$ cat src/rtl/mtsp_mem_arbiter.sv
// mtsp_mem_arbiter
// Round-robin arbiter that shares the bus-master memory command port among
// PORTS requesters. One command at a time is captured, issued downstream as a
// single-cycle M_REQ pulse, and then the 256-bit beat stream is routed between
// the granted requester and the bus master until the beat count is exhausted.
//
// Ports:
//   CLK, nRST                 clock, synchronous active-low reset
//   REQ_VALID/WE/ADDR/SIZE    per-port command inputs (port i in slice i)
//   REQ_ACK, REQ_DONE         per-port one-cycle capture / completion pulses
//   S_nIE, S_IDATA            per-port write data in (active-low present)
//   S_nIVALID                 per-port write beat consumed (active-low)
//   S_OE, S_ODATA             per-port read valid, broadcast read data
//   M_REQ/WE/ADDR/SIZE        downstream command
//   M_nIE, M_IDATA, M_nIVALID downstream write beat handshake
//   M_OE, M_ODATA             downstream read beats
//   GRANT_ID, ARB_BUSY        granted port, arbiter not idle
module mtsp_mem_arbiter #(
    parameter int PORTS  = 4,
    parameter int ADDR_W = 24,
    parameter int LEN_W  = 9,
    localparam int GW    = $clog2(PORTS)
) (
    input  logic                    CLK,
    input  logic                    nRST,
    input  logic [PORTS-1:0]        REQ_VALID,
    input  logic [PORTS-1:0]        REQ_WE,
    input  logic [PORTS*ADDR_W-1:0] REQ_ADDR,
    input  logic [PORTS*LEN_W-1:0]  REQ_SIZE,
    output logic [PORTS-1:0]        REQ_ACK,
    output logic [PORTS-1:0]        REQ_DONE,
    input  logic [PORTS-1:0]        S_nIE,
    input  logic [PORTS*256-1:0]    S_IDATA,
    output logic [PORTS-1:0]        S_nIVALID,
    output logic [PORTS-1:0]        S_OE,
    output logic [255:0]            S_ODATA,
    output logic                    M_REQ,
    output logic                    M_WE,
    output logic [ADDR_W-1:0]       M_ADDR,
    output logic [LEN_W-1:0]        M_SIZE,
    output logic                    M_nIE,
    output logic [255:0]            M_IDATA,
    input  logic                    M_nIVALID,
    input  logic                    M_OE,
    input  logic [255:0]            M_ODATA,
    output logic [GW-1:0]           GRANT_ID,
    output logic                    ARB_BUSY
);

    typedef enum logic [1:0] {
        IDLE  = 2'd0,
        ISSUE = 2'd1,
        XFER  = 2'd2,
        DONE  = 2'd3
    } state_t;

    state_t              state_q, state_d;
    logic [GW-1:0]       ptr_q, ptr_d;
    logic [GW-1:0]       grant_q, grant_d;
    logic                m_we_q, m_we_d;
    logic [ADDR_W-1:0]   m_addr_q, m_addr_d;
    logic [LEN_W-1:0]    m_size_q, m_size_d;
    logic [LEN_W-1:0]    cnt_q, cnt_d;
    logic                found;
    logic                in_xfer;
    logic                sel_nie;
    logic                beat;

    function automatic int wrap_idx(input int base, input int k);
        return (base + k) % PORTS;
    endfunction

    assign in_xfer = (state_q == XFER);
    assign sel_nie = S_nIE[grant_q];
    // A beat only counts inside XFER and only on the handshake matching the
    // captured direction; stray downstream activity elsewhere is ignored.
    assign beat    = in_xfer & (m_we_q ? (~sel_nie & ~M_nIVALID) : M_OE);

    always_comb begin
        state_d  = state_q;
        ptr_d    = ptr_q;
        grant_d  = grant_q;
        m_we_d   = m_we_q;
        m_addr_d = m_addr_q;
        m_size_d = m_size_q;
        cnt_d    = cnt_q;
        found    = 1'b0;
        case (state_q)
            IDLE: begin
                // First set request scanning upward from ptr, with wrap.
                for (int k = 0; k < PORTS; k++) begin
                    if (!found && REQ_VALID[wrap_idx(int'(ptr_q), k)]) begin
                        found    = 1'b1;
                        grant_d  = GW'(wrap_idx(int'(ptr_q), k));
                        m_we_d   = REQ_WE[wrap_idx(int'(ptr_q), k)];
                        m_addr_d = REQ_ADDR[wrap_idx(int'(ptr_q), k)*ADDR_W +: ADDR_W];
                        m_size_d = REQ_SIZE[wrap_idx(int'(ptr_q), k)*LEN_W +: LEN_W];
                    end
                end
                if (found) begin
                    state_d = ISSUE;
                end
            end
            ISSUE: begin
                // A zero-length command still moves one beat.
                cnt_d   = (m_size_q == '0) ? LEN_W'(1) : m_size_q;
                state_d = XFER;
            end
            XFER: begin
                if (beat) begin
                    cnt_d = cnt_q - LEN_W'(1);
                    if (cnt_q == LEN_W'(1)) begin
                        state_d = DONE;
                    end
                end
            end
            DONE: begin
                ptr_d   = (grant_q == GW'(PORTS - 1)) ? '0 : grant_q + GW'(1);
                state_d = IDLE;
            end
            default: state_d = IDLE;
        endcase
    end

    always_ff @(posedge CLK) begin
        if (!nRST) begin
            state_q  <= IDLE;
            ptr_q    <= '0;
            grant_q  <= '0;
            m_we_q   <= 1'b0;
            m_addr_q <= '0;
            m_size_q <= '0;
            cnt_q    <= '0;
        end else begin
            state_q  <= state_d;
            ptr_q    <= ptr_d;
            grant_q  <= grant_d;
            m_we_q   <= m_we_d;
            m_addr_q <= m_addr_d;
            m_size_q <= m_size_d;
            cnt_q    <= cnt_d;
        end
    end

    assign M_REQ    = (state_q == ISSUE);
    assign M_WE     = m_we_q;
    assign M_ADDR   = m_addr_q;
    assign M_SIZE   = m_size_q;
    assign GRANT_ID = grant_q;
    assign ARB_BUSY = (state_q != IDLE);
    assign M_nIE    = (in_xfer & m_we_q) ? sel_nie : 1'b1;
    assign M_IDATA  = S_IDATA[int'(grant_q)*256 +: 256];
    assign S_ODATA  = M_ODATA;

    generate
        for (genvar gi = 0; gi < PORTS; gi++) begin : g_port
            logic is_grant;
            assign is_grant      = (grant_q == GW'(gi));
            assign REQ_ACK[gi]   = (state_q == ISSUE) & is_grant;
            assign REQ_DONE[gi]  = (state_q == DONE) & is_grant;
            assign S_OE[gi]      = in_xfer & ~m_we_q & is_grant & M_OE;
            assign S_nIVALID[gi] = ~(in_xfer & m_we_q & is_grant & ~M_nIVALID);
        end
    endgenerate

endmodule

$ cat config.mk
export PLATFORM = sky130hd
export DESIGN_NAME = mtsp_mem_arbiter
export DESIGN_NICKNAME = d
export VERILOG_FILES = /design/src/rtl/mtsp_mem_arbiter.sv
export SDC_FILE = /design/constraint.sdc
export NUM_CORES = 1
export LEC_CHECK = 0
export ABC_AREA = 1
export BUFFER_PORTS_ARGS = -buffer_cell sky130_fd_sc_hd__buf_2
export CAP_MARGIN = 20
export CORE_AREA = 5 5 768 770
export DETAILED_ROUTE_END_ITERATION = 8
export DIE_AREA = 0 0 773 775
export PLACE_DENSITY = 0.3
export SKIP_LAST_GASP = 1
export SLEW_MARGIN = 20
export SYNTH_ARGS = -nofsm -noshare
export SYNTH_HDL_FRONTEND = slang
export SYNTH_SLANG_ARGS = --single-unit
$ cat constraint.sdc
create_clock -name CLK -period 2.9 [get_ports CLK]
set_clock_uncertainty 0.15 [all_clocks]
set_input_delay 0.145 -clock CLK [delete_from_list [all_inputs] [get_ports CLK]]
set_output_delay 0.145 -clock CLK [all_outputs]
set_load 0.005 [all_outputs]
==> results.json, run 1 <==
{
  "multi_input_area_mm2": 0.01417,
  "grt_max_degree": 82,
  "layout.nets": 6631,
  "synth_nets": 5400,
  "dr.pass1.iters": 5,
  "rrSetupSlack_ns": 0.21,
  "numCtsBuffers": 5,
  "violations": "negative setup slack",
  "grt_pass1_vias": 34491,
  "maxCapViolCount": 0,
  "synthToLayoutAreaGrowth_pct": 100.3,
  "portBuffers": 1482,
  "cts_hold_buf": 0,
  "tightest_slew_ns": 1.352,
  "synth_cell_types": 39,
  "min_period_over_period_pct": 100.5,
  "hpwl_mm": 490.6,
  "synth_area_per_cell_um2": 4.824,
  "antenna_found_initial": 539,
  "final_cell_mix": "buf_2 (1399), nand2_1 (1173), nor2_1 (622)",
  "seq_area_um2": 993.5,
  "clk_latency_ns": 0.36,
  "slew_violations": 0,
  "hold_slack_ns": 0.1260,
  "drt-initial-drc-count": 3291,
  "yosysSeqAreaShare_pct": 5.139,
  "rr_startpoint": "ptr_q[0]$_SDFFE_PN0P_",
  "drcViolationCount": 0,
  "post_cts_buffers": 0,
  "setup_ws_ns": -0.01327,
  "fin_crit_ns": 2.913,
  "grt_usage_pct": 16.76,
  "fin_util_pct": 6.560,
  "io_pins": 1995,
  "wl_mm": 525.2,
  "yosys_warnings": 0,
  "fmax_ghz": 0.3433,
  "clockBufferDepth": 2,
  "ir_worst_vdd_uv": 545.6,
  "cts.htree.levels": 2,
  "die_h_um": 775,
  "final_common_cell": "buf_2",
  "relSlewSlack_pct": 9.231,
  "root_buffer": "clkbuf_16",
  "setup.worst_path.class": "flip-flop to output pin",
  "path_clk_slew_ns": 0.09,
  "cts_tree": "yes",
  "detail_route.wl_per_cell_um": 39.43,
  "end_kind": "output pin",
  "core_area_mm2": 0.5829,
  "grt_pass1_wl_mm": 604.4,
  "power_w": 0.04323,
  "gr-total-overflow": 0,
  "fill_cells": 70266,
  "status": "complete, but fails checks",
  "vias": 36799,
  "ant_nets": 0,
  "reg2regPathDepth": 12,
  "hold_depth": 5,
  "critPathRequiredTime_ns": 2.61,
  "cp_max_fo": 38,
  "start_util_pct": 3.275,
  "die_w_um": 773,
  "dieArea_mm2": 0.5991,
  "hold_violations": 0,
  "netlist_instances": 3957,
  "hp-start": "REQ_SIZE[15]",
  "fin_cells": 13320,
  "rsz0062_at_grt": "false",
  "gp_congestion": 1.027,
  "ys_seq_elements": 49,
  "p_per_area_mw_per_mm2": 1130,
  "p_leak_nw": 16.02,
  "rows": 281,
  "clock-sinks": 49,
  "hold_end": "M_SIZE[6]$_SDFFE_PN0P_",
  "hold_path_class": "input port to flip-flop",
  "dpl.cell_count": 12964,
  "drt-vias-per-instance": 2.763,
  "start_kind": "flip-flop",
  "netlist_area_mm2": 0.01909,
  "setup_viol": 2,
  "drive_gt1_share_pct": 35.61,
  "r2r-end": "state_q[0]$_SDFFE_PN0P_",
  "cp.arrival_ns": 2.62
}
[how the worst max path moves through the flow]
| stage | from | endpoint | depth (start not counted) |
|---|---|---|---|
| after CTS | GRANT_ID[0]$_SDFFE_PN0P_ | M_IDATA[192] | 7 |
| after global placement | GRANT_ID[0]$_SDFFE_PN0P_ | M_IDATA[63] | 5 |
| final | GRANT_ID[1]$_SDFFE_PN0P_ | M_IDATA[63] | 6 |
| after global routing | GRANT_ID[1]$_SDFFE_PN0P_ | M_IDATA[110] | 7 |
| after detailed placement | ptr_q[0]$_SDFFE_PN0P_ | M_ADDR[20]$_SDFFE_PN0P_ | 14 |
| after floorplan | ptr_q[1]$_SDFFE_PN0P_ | M_SIZE[8]$_SDFFE_PN0P_ | 19 |
[logic make-up (layout without fill, tap and decap cells)]
| family | Yosys count | count (layout) | synth area share (%) |
|---|---|---|---|
| and+or+nand+nor | 2189 | 2189 | 45.89 |
| AOI/OAI and AO/OA | 945 | 945 | 26.86 |
| other | 0 | 349 | 0 |
| adders and majority gates | 15 | 15 | 0.9832 |
| xor gates and xnor gates | 4 | 4 | 0.1836 |
| buffers and inverters | 754 | 1986 | 20.89 |
| muxes | 1 | 1 | 0.05244 |
| DFF | 49 | 49 | 5.139 |
[report_power, final]
group	switching [W]	internal, W	total, W
Sequential	0.000788	0.000996	0.00178
Clock	0.000454	0.000337	0.000791
Combinational	0.0286	0.0120	0.0407
[routing by layer]
metal	vias to the layer above	GRT usage, %	routed length, µm
li1	15662	-	-
met1	17072	16.22	174200
met2	2776	28.31	244400
met3	987	11.69	81940
met4	302	5.162	22210
met5	-	1.036	2437
[per-stage QoR]
step	setup WS [ns]	cell area (µm²)	setup TNS, ns
after floorplan	0.1559	19090	0
after global placement	0.07009	37180	0
after detailed placement	0.2105	37180	0
after CTS	-0.01727	37370	-0.01727
after global routing	0.01247	37840	0
final	-0.01327	38240	-0.02525
[critical path: stages (launching register included)]
cell	delay [ns]
dfxtp_4	0.42
inv_8	0.21
buf_12	0.25
o21ai_1	0.44
o22ai_1	0.46
buf_4	0.21
buf_2	0.11
[final cells by class]
cell class                 count  share of cell area [%]
inverter                     183                   1.855
multi-input combinational   3154                   37.06
sequential                    49                   2.598
timing repair buffer        1795                   30.35
clock inverter                 3                 0.07525
antenna                      349                   2.284
tap                         7782                   25.46
clock buffer                   5                  0.3272
[registers in the layout, summed over array words and instances (netlist names)]
signal and count:
ptr_q 2, state_q 2, M_ADDR 24, cnt_q 9, M_SIZE 9, GRANT_ID 2
M_WE 1
[cell usage after synthesis]
cell type / instances / area (µm²)
inv_4: 1 / 6.260
nand2_2: 7 / 43.79
mux2i_1: 1 / 10.01
o2111ai_1: 1 / 8.760
xor2_1: 3 / 26.28
nand2_4: 1 / 11.26
nor2_4: 1 / 11.26
nand3_2: 2 / 20.02
nand2_1: 1174 / 4407
a21boi_0: 1 / 7.510
o21ai_1: 16 / 80.08
ha_1: 15 / 187.7
xnor2_1: 1 / 8.760
nor3_2: 1 / 10.01
nor4_1: 3 / 18.77
o211ai_1: 14 / 105.1
a211oi_1: 1 / 7.510
nand3_1: 363 / 1817
a221oi_1: 1 / 8.760
buf_1: 23 / 86.33
inv_2: 8 / 30.03
a31oi_1: 7 / 43.79
o21ai_2: 2 / 17.52
o22ai_1: 263 / 1645
o21a_1: 2 / 15.01
nand3b_1: 1 / 7.510
clkbuf_1: 186 / 698.2
nor2_2: 1 / 6.260
nor3_1: 5 / 25.02
inv_1: 174 / 653.1
buf_4: 268 / 2012
buf_6: 5 / 56.30
a21oi_1: 60 / 300.3
o21ai_0: 577 / 2888
nand4_1: 1 / 6.260
or2_2: 6 / 37.54
nor2_1: 623 / 2338
buf_2: 89 / 445.4
dfxtp_1: 49 / 980.9
[what timing repair did]
action / 4_1_cts / 5_1_grt
endpoints found under the setup margin: 17 / 3
resized for setup: 9 / 2
pin swaps: 0 / 1
Note: power is estimated with default switching activity, not from simulation.
==> inputs of run 2 (changes only) <==
--- a/config.mk
+++ b/config.mk
@@ -8,9 +8,11 @@
 export ABC_AREA = 1
 export BUFFER_PORTS_ARGS = -buffer_cell sky130_fd_sc_hd__buf_2
 export CAP_MARGIN = 20
-export CORE_AREA = 5 5 768 770
+export CELL_PAD_IN_SITES_DETAIL_PLACEMENT = 1
+export CELL_PAD_IN_SITES_GLOBAL_PLACEMENT = 1
+export CORE_AREA = 4 4 775 777
 export DETAILED_ROUTE_END_ITERATION = 8
-export DIE_AREA = 0 0 773 775
+export DIE_AREA = 0 0 779 781
 export PLACE_DENSITY = 0.3
 export SKIP_LAST_GASP = 1
 export SLEW_MARGIN = 20
==> run 2 against run 1 <==
  * The flow still finishes with violations (negative setup slack)
  * Worst hold slack lost 0.0094 ns
  * Non-clock buffer count grew 182
  * Register-to-register slack gained 0.03 ns
==> results.json, run 2 (synthesis results as in run 1) <==
{
  "die_w_um": 779,
  "cts_hold_buf": 0,
  "slew_violations": 0,
  "io_pins": 1995,
  "cp_max_fo": 51,
  "cts.htree.levels": 2,
  "fin_cells": 13427,
  "final_common_cell": "buf_2",
  "hold_path_class": "input port to flip-flop",
  "grt_usage_pct": 16.20,
  "fmax_ghz": 0.3396,
  "gp_congestion": 1.007,
  "vias": 37085,
  "hold_depth": 5,
  "antenna_found_initial": 514,
  "clk_latency_ns": 0.40,
  "root_buffer": "clkbuf_16",
  "drt-vias-per-instance": 2.762,
  "grt_pass1_vias": 36678,
  "detail_route.wl_per_cell_um": 38.42,
  "min_period_over_period_pct": 101.5,
  "p_leak_nw": 16.86,
  "rsz0062_at_grt": "true",
  "r2r-end": "GRANT_ID[1]$_SDFFE_PN0P_",
  "tightest_slew_ns": 0.9920,
  "path_clk_slew_ns": 0.12,
  "cp.arrival_ns": 2.65,
  "hold_end": "M_SIZE[2]$_SDFFE_PN0P_",
  "dieArea_mm2": 0.6084,
  "ant_nets": 0,
  "fin_crit_ns": 2.945,
  "wl_mm": 515.9,
  "setup_ws_ns": -0.04453,
  "cts_tree": "yes",
  "drive_gt1_share_pct": 38.24,
  "finalSetupTns_ns": -0.06324,
  "layout.nets": 6813,
  "maxCapViolCount": 0,
  "setup_viol": 3,
  "violations": "negative setup slack",
  "p_per_area_mw_per_mm2": 1150,
  "setup.worst_path.class": "flip-flop to output pin",
  "end_kind": "output pin",
  "status": "complete, but fails checks",
  "gr-total-overflow": 0,
  "core_area_mm2": 0.5931,
  "place_ws_ns": -0.1224,
  "relSlewSlack_pct": 33.87,
  "die_h_um": 781,
  "hpwl_mm": 477.0,
  "grt_max_degree": 86,
  "rr_startpoint": "ptr_q[0]$_SDFFE_PN0P_",
  "drt-initial-drc-count": 2542,
  "start_util_pct": 3.218,
  "portBuffers": 1482,
  "clockBufferDepth": 2,
  "hold_violations": 0,
  "drcViolationCount": 0,
  "start_kind": "flip-flop",
  "crit_start": "GRANT_ID[0]$_SDFFE_PN0P_",
  "numCtsBuffers": 5,
  "hp-start": "REQ_SIZE[20]",
  "rows": 283,
  "final_cell_mix": "buf_2 (1433), nand2_1 (1172), nor2_1 (616)",
  "clock-sinks": 49,
  "reg2regPathDepth": 12,
  "largest_register_ffs": 24,
  "dr.pass1.iters": 5,
  "ir_worst_vdd_uv": 316.9,
  "rrSetupSlack_ns": 0.24,
  "synthToLayoutAreaGrowth_pct": 105.7,
  "grt_pass1_wl_mm": 598.5,
  "dpl.cell_count": 13196,
  "critPathRequiredTime_ns": 2.61
}
-- run 2: changes by cell type in the layout (fill, tap and decap cells not counted), moves of 6 or more --
cell and delta:
buf_12 -21, diode_2 -130, buf_4 +160, nor2_1 -6
o22ai_1 -17, nor2_2 +6, o22ai_2 +17, o21ai_0 -11
buf_2 +34, o21ai_1 +11
-- run 2: worst max path at each step --
stage / end / cells after the start
after floorplan: M_SIZE[8]$_SDFFE_PN0P_ / 19
final: M_IDATA[187] / 6
after CTS: M_IDATA[139] / 6
after detailed placement: GRANT_ID[0]$_SDFFE_PN0P_ / 12
after global placement: GRANT_ID[0]$_SDFFE_PN0P_ / 12
after global routing: M_IDATA[206] / 7
-- run 2: layout make-up --
cell class	instances	area, µm²
Inverter	183	704.4
Tap cell	7837	9806
Fill cell	72260	553800
Clock inverter	2	20.02
Clock buffer	6	150.1
Multi-Input combinational cell	3154	14300
Timing Repair Buffer	1977	12750
Antenna cell	219	548.0
Sequential cell	49	993.5
-- run 2: worst max-delay path, cell delays in order (launching register included) --
cell and delay, ns:
dfxtp_4 0.43, buf_12 0.19, buf_12 0.19, nor2_1 0.73, o22ai_2 0.26, buf_4 0.21
buf_2 0.13
-- run 2: metrics by stage --
| stage | hold slack [ns] | instance area, µm² | util (%) | power, W |
|---|---|---|---|---|
| 6_report | 0.1167 | 39270 | 6.621 | 0.04516 |
| 5_1_grt | 0.1067 | 38990 | 6.574 | 0.04744 |
| 4_1_cts | 0.06170 | 38610 | 6.509 | 0.04626 |
| 3_5_place_dp | 0.1400 | 38300 | 6.457 | 0.04492 |
| 3_3_place_gp | 0.1400 | 38300 | 6.457 | 0.04516 |
| 2_1_floorplan | 0.1333 | 19090 | - | 0.01328 |
-- run 2: power by group --
part / total, W / internal (W) / switching, W
Sequential: 0.00193 / 0.000994 / 0.000940
Combinational: 0.0423 / 0.0129 / 0.0295
Clock: 0.000919 / 0.000388 / 0.000531
Total: 0.0452 / 0.0142 / 0.0309
-- run 2: timing repair --
item / 4_1_cts / 5_1_grt
gates cloned: 0 / 2
gates resized for setup: 33 / 12
buffers inserted: 0 / 2
pin swaps: 2 / 1
endpoints found under the setup margin: 43 / 25
-- run 2: routing by layer --
layer / vias up / track usage [%] / share of wire [%]
met5: - / 1.351 / 0.52
met4: 282 / 3.190 / 2.9
met3: 851 / 9.365 / 13
met2: 2498 / 27.04 / 46
met1: 17545 / 17.70 / 38
li1: 15909 / - / -
